===== src/rtl/mux_arb_pkg.sv =====
// Shared definitions for the round-robin mux arbiter.
package mux_arb_pkg;

    typedef enum logic {
        ST_IDLE = 1'b0,
        ST_OWN  = 1'b1
    } state_t;

    localparam int N_REQ = 4;
    localparam int SEL_W = 2;

endpackage


===== src/rtl/dec2to4.sv =====
// 2-to-4 decoder with enable. The output is numbered y[0:3], so W=0 lights the
// leftmost bit when the vector is read as [3:0].
module dec2to4 (
    input  logic [1:0] W,
    input  logic       En,
    output logic [0:3] Y
);

    // One-hot decode, all zero when disabled
    always_comb begin
        Y = '0;
        if (En) begin
            Y[W] = 1'b1;
        end
    end

endmodule


===== src/rtl/rr_pick4.sv =====
// Round-robin pick: scans Last+1, Last+2, Last+3 and then Last itself.
// With Excl set, Last is skipped so the current owner cannot win again.
module rr_pick4
    import mux_arb_pkg::*;
(
    input  logic [N_REQ-1:0] Req,
    input  logic [SEL_W-1:0] Last,
    input  logic             Excl,
    output logic [SEL_W-1:0] Pick,
    output logic             Found
);

    logic [SEL_W-1:0] idx;

    // First set request in rotating order wins
    always_comb begin
        Pick  = '0;
        Found = 1'b0;
        idx   = '0;
        for (int i = 1; i <= N_REQ; i++) begin
            idx = Last + SEL_W'(i);
            if (!Found && Req[idx] && !(i == N_REQ && Excl)) begin
                Pick  = idx;
                Found = 1'b1;
            end
        end
    end

endmodule


===== src/rtl/rr_mux_arbiter.sv =====
// Round-robin arbiter sharing one 4:1 data mux. Holds the owner FSM, the
// round-robin pointer, the hold counter and the registered mux output.
//
// state   | meaning
// ST_IDLE | no owner, Busy=0, Grant=0000
// ST_OWN  | Sel owns the mux, Busy=1, Cnt counts held cycles
module rr_mux_arbiter
    import mux_arb_pkg::*;
#(
    parameter int DW       = 1,
    parameter int MAX_HOLD = 8
) (
    input  logic                Clock,
    input  logic                Resetn,
    input  logic                En,
    input  logic [N_REQ-1:0]    Req,
    input  logic [N_REQ*DW-1:0] W,
    output logic [SEL_W-1:0]    Sel,
    output logic [N_REQ-1:0]    Grant,
    output logic                Busy,
    output logic [DW-1:0]       F,
    output logic                Fvalid
);

    localparam int CNT_W = (MAX_HOLD > 2) ? $clog2(MAX_HOLD) : 1;
    localparam logic [CNT_W-1:0] CNT_MAX = CNT_W'(MAX_HOLD - 1);

    state_t           state_q, state_d;
    logic [SEL_W-1:0] sel_q, sel_d;
    logic [SEL_W-1:0] last_q, last_d;
    logic [CNT_W-1:0] cnt_q, cnt_d;
    logic [DW-1:0]    f_q, f_d;
    logic             fvalid_q, fvalid_d;

    logic [SEL_W-1:0] pick;
    logic             found;
    logic [0:3]       dec_y;

    // While owning, the current owner (== Last) is excluded from the scan.
    // On a release its Req is already low, so exclusion changes nothing there.
    rr_pick4 u_pick (
        .Req   (Req),
        .Last  (last_q),
        .Excl  (state_q == ST_OWN),
        .Pick  (pick),
        .Found (found)
    );

    dec2to4 u_dec (
        .W  (sel_q),
        .En (state_q == ST_OWN),
        .Y  (dec_y)
    );

    // Next-state, ownership and datapath decisions
    always_comb begin
        state_d  = state_q;
        sel_d    = sel_q;
        last_d   = last_q;
        cnt_d    = cnt_q;
        f_d      = (state_q == ST_OWN) ? W[int'(sel_q)*DW +: DW] : '0;
        fvalid_d = (state_q == ST_OWN);
        case (state_q)
            ST_IDLE: begin
                if (En && found) begin
                    state_d = ST_OWN;
                    sel_d   = pick;
                    last_d  = pick;
                    cnt_d   = '0;
                end
            end
            ST_OWN: begin
                if (!En) begin
                    state_d = ST_IDLE;
                end else if (!Req[sel_q]) begin
                    if (found) begin
                        sel_d  = pick;
                        last_d = pick;
                        cnt_d  = '0;
                    end else begin
                        state_d = ST_IDLE;
                    end
                end else if (cnt_q == CNT_MAX && found) begin
                    sel_d  = pick;
                    last_d = pick;
                    cnt_d  = '0;
                end else if (cnt_q != CNT_MAX) begin
                    cnt_d = cnt_q + CNT_W'(1);
                end
            end
            default: state_d = ST_IDLE;
        endcase
    end

    // State and output registers; Last resets to 3 so requester 0 leads
    always_ff @(posedge Clock or negedge Resetn) begin
        if (!Resetn) begin
            state_q  <= ST_IDLE;
            sel_q    <= '0;
            last_q   <= SEL_W'(N_REQ - 1);
            cnt_q    <= '0;
            f_q      <= '0;
            fvalid_q <= 1'b0;
        end else begin
            state_q  <= state_d;
            sel_q    <= sel_d;
            last_q   <= last_d;
            cnt_q    <= cnt_d;
            f_q      <= f_d;
            fvalid_q <= fvalid_d;
        end
    end

    assign Sel    = sel_q;
    assign Busy   = (state_q == ST_OWN);
    assign Grant  = dec_y;
    assign F      = f_q;
    assign Fvalid = fvalid_q;

endmodule


===== config.mk =====
export PLATFORM = sky130hd
export DESIGN_NAME = rr_mux_arbiter
export DESIGN_NICKNAME = d
export VERILOG_FILES = /design/src/rtl/mux_arb_pkg.sv /design/src/rtl/dec2to4.sv /design/src/rtl/rr_pick4.sv /design/src/rtl/rr_mux_arbiter.sv
export SDC_FILE = /design/constraint.sdc
export NUM_CORES = 1
export LEC_CHECK = 0
export ABC_AREA = 1
export BUFFER_PORTS_ARGS = -buffer_cell sky130_fd_sc_hd__buf_2
export CAP_MARGIN = 10
export CORE_MARGIN = 2
export CORE_UTILIZATION = 40
export CTS_CLUSTER_SIZE = 40
export DETAILED_ROUTE_END_ITERATION = 8
export GPL_ROUTABILITY_DRIVEN = 0
export SYNTH_ARGS = -nofsm -noshare
export SYNTH_HDL_FRONTEND = slang
export SYNTH_SLANG_ARGS = --single-unit

===== constraint.sdc =====
create_clock -name Clock -period 2.1 [get_ports Clock]
set_clock_uncertainty 0.2 [all_clocks]
set_input_delay 0.21 -clock Clock [delete_from_list [all_inputs] [get_ports Clock]]
set_output_delay 0.21 -clock Clock [all_outputs]
set_load 0.005 [all_outputs]

==> results of run 1 <==
-- routing by layer --
metal  GRT usage (%)  wire, microns
met1            18.6            812
met2            27.8            937
met3            4.31             91
met4            5.56              0
met5               0              0
-- worst max-delay path: cells and delay by family (launching register included) --
| family | cells | cell delay, ns |
|---|---|---|
| simple gates | 8 | 0.65 |
| flops | 1 | 0.66 |
| buf+inv | 2 | 0.16 |
| compound gates | 1 | 0.13 |
-- sequential cells by signal (all words and copies together) (netlist names) --
name    flops
last_q      2
Busy        1
Fvalid      1
F           1
cnt_q       3
Sel         2
-- Yosys cell counts, drive strengths merged --
cell type	n	area [sq um]
dfrtp	8	200
a31oi	2	12.5
dfstp	2	52.6
ha	2	25.0
nor2	8	68.8
nand3b	1	7.51
o211ai	1	12.5
inv	7	33.8
nand3	15	87.6
a22oi	1	7.51
nor3	2	10.0
a21oi	2	10.0
nand4	1	6.26
nand2	53	309
o21ai	7	53.8
buf	3	30.0
-- per-stage QoR --
step                power, W  std cells  hold WS [ns]  setup WS, ns  utilization, %
finish               0.00164        165        0.0255         0.180            48.4
global route         0.00180        165        0.0255        0.0817            48.4
CTS                  0.00166        165        0.0197         0.169            48.4
detailed placement   0.00151        160        -0.115         0.187            46.8
global placement     0.00150        160        -0.117         0.199            46.8
floorplan            0.00132        115        -0.286         0.375               -
-- power groups by stage --
stage / registers [W] / logic (W) / clock network (W)
6_report: 0.000419 / 0.00108 / 0.000140
5_1_grt: 0.000441 / 0.00120 / 0.000157
4_1_cts: 0.000420 / 0.00110 / 0.000145
3_5_place_dp: 0.000422 / 0.00109 / 0
3_3_place_gp: 0.000420 / 0.00108 / 0
2_1_floorplan: 0.000345 / 0.000970 / 0
-- repair_timing --
action	4_1_cts	5_1_grt
buffers inserted	0	0
endpoints found under the hold margin	10	0
hold buffers	1	0
setup endpoints to repair	0	0
-- worst min path at each step --
stage | start | to | depth (start not counted)
6_report | En | Busy$_DFF_PN0_ | 3
5_1_grt | En | Busy$_DFF_PN0_ | 3
4_1_cts | En | Busy$_DFF_PN0_ | 3
3_5_place_dp | Resetn | cnt_q[0]$_DFFE_PN0P_ | 1
3_3_place_gp | Resetn | cnt_q[0]$_DFFE_PN0P_ | 1
2_1_floorplan | Resetn | Busy$_DFF_PN0_ | 0
-- logic make-up (layout without fill, tap and decap cells) --
logic type               after synthesis  in the layout  share of synthesized area (%)
buffers and inverters                 10             32                           6.88
AO/OA/AOI/OAI                         13             13                           10.4
AND/OR/NAND/NOR                       80             80                           52.8
adder cells (fa/ha/maj)                2              2                           2.70
flip-flops                            10             10                           27.3
-- layout make-up --
type / instances / area [sq um]
tap: 28 / 35.0
fill: 235 / 1140
clock buffer: 4 / 26.3
sequential: 10 / 253
inverter: 7 / 33.8
timing repair buffer: 21 / 113
multi-input combinational: 95 / 611
==> metrics.txt, run 1 <==
Worst R2R Path Depth=11; Worst-path clk slew=0.07 ns; Overall Global Routing Usage=15.9%; mapped cell area=927 sq um; fmax=521 MHz; r2r setup slk=0.18 ns; Combinational Power Share=65.9%; share of layout cells above drive strength 1=46.0%; via count=806; # IOs=20; sequential share of the synthesized area=27.3%; reg-to-reg endpoint=Sel[1]$_DFFE_PN0P_; Layout area overhead=15.5%; Routed Wire Length=1840 microns; outcome=completed; TritonRoute pass-1 iters=3; Tmin final=1.92 ns; Data arrival, critical path=1.87 ns; setup TNS=0 ns; routed wire length per instance=11.2 microns; Buffers on Ports=19; sw frac=53.0%; commonest non-fill, non-tap cells in the layout=nand2_1, buf_2, nand3_1, nand2_4, nand2_2; fin crit share=91.4%; Design Area, Final=1070 sq um; Slew @ Worst Pin=0.393 ns; unrepaired setup endpoints after global routing=no; CP endpoint=Sel[1]$_DFFE_PN0P_; CTS tree=done; Clock Latency Late Sink=0.26 ns; CP dominant cell by count=nand2_4; Placed Area=1030 sq um; clk sinks=10; maximum buffer depth of the clock tree=2; vias in the first global route=759; CTS root buf=clkbuf_4; max_cap viols=0; crit-path cells=inv_6 > nand2_2 > nand2_4 > nand2_4 > nand2_4 > nor2_4 > nand3_4 > o211ai_2 > inv_2 > nand2_1 > nand2_1; maximum VDD drop=0.780 mV; CP max stage cell=dfstp_2; chip height=52.1 microns; commonest non-fill, non-tap cell in the layout=nand2_1; largest net degree at the start of global routing=13; NumNets Final=151; Clock H-tree levels=1; sw power=0.000868 W; Max Fanout on Critical Path=10; post-synthesis cell count=115; Slew Limit Headroom=73.8%; Worst setup EP type=flip-flop; Worst Path Required=2.05 ns; Yosys reg bits=10; Syn Nets=128; antenna violations before repair=0; first-pass GRT wire length=3190 microns; RR Startpoint=last_q[0]$_DFFE_PN1P_; Cell Int Power=0.000771 W; Post-Syn Area per Cell=8.06 sq um; # diodes=0; share of power burned in registers=25.6%; Largest stage delay, worst path=0.66 ns; synth warn=0; CTS Buf Count=3; Hold Fails Final Rpt=0; full die area=2720 sq um; DR DRC count=0; drt via density=4.88; Crit Path Category=reg -> reg; site row count=17; Leak=0.542 nW; clock share of power=8.6%; Cell Pwr Density=1530 nW/um^2; post-synthesis cell type count=26; worst hold path class=in -> reg; initial drt markers=4; GRT Residual Overflow=0; Core ar.=2210 sq um; Die Width=52.1 microns; detailed placer's ending HPWL=1510 microns; Pins Over Slew Limit=0; CP Launch Type=flip-flop; post-CTS sizing=0; post-route ant nets=0; initial core utilization=41.9%; Final setup viols=0; Worst Setup SP=last_q[0]$_DFFE_PN1P_
(Power assumes the default switching activity.)
==> inputs of run 2 (changes only) <==
- CORE_UTILIZATION: 40 -> 50
- PLACE_DENSITY: default -> 0.74
==> metrics.txt, run 2 (synthesized netlist as in run 1, its figures left out) <==
outcome=completed; Cell Int Power=0.000814 W; maximum buffer depth of the clock tree=2; Final setup viols=0; Worst Path Required=2.06 ns; Worst setup EP type=flip-flop; post-CTS sizing=0; Post-CTS Setup Inserts=0; # diodes=0; Pins Over Slew Limit=0; Buffers on Ports=19; clk sinks=10; fin crit share=90.3%; Layout area overhead=17.0%; first-pass GRT wire length=3250 microns; GRT Residual Overflow=0; final setup margin=0.203 ns; clock share of power=10.6%; Slew @ Worst Pin=0.295 ns; DR DRC count=0; initial drt markers=14; antenna violations before repair=0; Routed Wire Length=1840 microns; setup TNS=0 ns; Combinational Power Share=65.3%; Leak=0.553 nW; maximum VDD drop=0.785 mV; Crit Path Category=reg -> reg; Core ar.=1730 sq um; Hold WS=0.0238 ns; CTS tree=done; Slew Limit Headroom=80.1%; via count=815; unrepaired setup endpoints after global routing=no; fmax=527 MHz; post-route ant nets=0; commonest non-fill, non-tap cells in the layout=nand2_1, buf_2, nand3_1, nand2_4, nand2_2; TritonRoute pass-1 iters=4; Hold Fails Final Rpt=0; initial core utilization=53.7%; Cell Pwr Density=1560 nW/um^2; Max Fanout on Critical Path=10; full die area=2210 sq um; # IOs=20; detailed placer's ending HPWL=1520 microns; CTS root buf=clkbuf_4; drt via density=5.00; Largest register FFs=3; NumNets Final=152; share of layout cells above drive strength 1=47.1%; Worst-path clk slew=0.07 ns; Clock H-tree levels=1; Largest Register=cnt_q; Clock Latency Late Sink=0.27 ns; Setup WS pre-CTS=0.218 ns; largest net degree at the start of global routing=11; CTS Buf Count=3; Data arrival, critical path=1.86 ns; routed wire length per instance=11.3 microns; Die Width=47.1 microns; vias in the first global route=742; site row count=15; sw frac=52.0%; commonest non-fill, non-tap cell in the layout=nand2_1; Overall Global Routing Usage=20.8%; worst hold path class=in -> reg; share of power burned in registers=24.1%; max_cap viols=0; Tmin final=1.90 ns; CP Launch Type=flip-flop; chip height=47.1 microns; sw power=0.000883 W
-- run 2: power by group through the flow --
stage | logic (W) | registers, W | clock network [W]
after floorplan | 0.000970 | 0.000345 | 0
after global placement | 0.00110 | 0.000405 | 0
after detailed placement | 0.00111 | 0.000412 | 0
after CTS | 0.00112 | 0.000411 | 0.000180
after global routing | 0.00123 | 0.000428 | 0.000194
final | 0.00111 | 0.000410 | 0.000179
-- run 2: timing repair --
item	in CTS	in global routing
hold buffers	1	0
endpoints found under the hold margin	10	0
setup endpoints to repair	0	0
-- run 2: routing by layer --
| metal | part of all wire, % | wire, microns | up-vias | GRT usage, % |
|---|---|---|---|---|
| met5 | 0 | 0 | - | 0 |
| met4 | 0.76 | 14 | 0 | 7.78 |
| met3 | 4.5 | 82 | 4 | 6.92 |
| met2 | 49 | 892 | 17 | 30.7 |
| met1 | 46 | 848 | 367 | 28.3 |
| li1 | - | - | 427 | - |
-- run 2: final cells by class --
type	instances	area, sq um
Clock buffer	4	36.3
Multi-Input combinational cell	95	611
Timing Repair Buffer	22	120
Sequential cell	10	253
Inverter	7	33.8
Fill cell	159	642
Tap cell	25	31.3
-- run 2: path summary, 6_finish.rpt --
check                                       from               endpoint  slack (ns)  cells past startpoint
setup / recovery           last_q[0]$_DFFE_PN1P_     Sel[1]$_DFFE_PN0P_        0.20                     11
hold / removal                                En         Busy$_DFF_PN0_        0.02                      3
setup reg to reg           last_q[0]$_DFFE_PN1P_     Sel[1]$_DFFE_PN0P_        0.20                     11
hold reg to reg                   Busy$_DFF_PN0_       Fvalid$_DFF_PN0_        0.26                      0
min in group asynchronous                 Resetn   cnt_q[0]$_DFFE_PN0P_        0.11                      2
max in group asynchronous                 Resetn  last_q[0]$_DFFE_PN1P_        1.33                      2
-- run 2: worst max-delay path: stages, from the launching register on --
cell and delay [ns]:
dfstp_2 0.66, inv_6 0.09, nand2_2 0.09, nand2_4 0.06, nand2_4 0.09, nand2_4 0.06, nor2_4 0.10, nand3_4 0.09
o211ai_2 0.13, inv_2 0.06, nand2_1 0.09, nand2_1 0.06
-- run 2: per-stage QoR --
step	utilization, %	instances	total power, W	cell area (sq um)
6_report	62.8	163	0.00170	1080
3_3_place_gp	60.1	158	0.00150	1040
5_1_grt	62.8	163	0.00185	1080
2_1_floorplan	-	115	0.00132	927
4_1_cts	62.8	163	0.00171	1080
3_5_place_dp	60.1	158	0.00152	1040
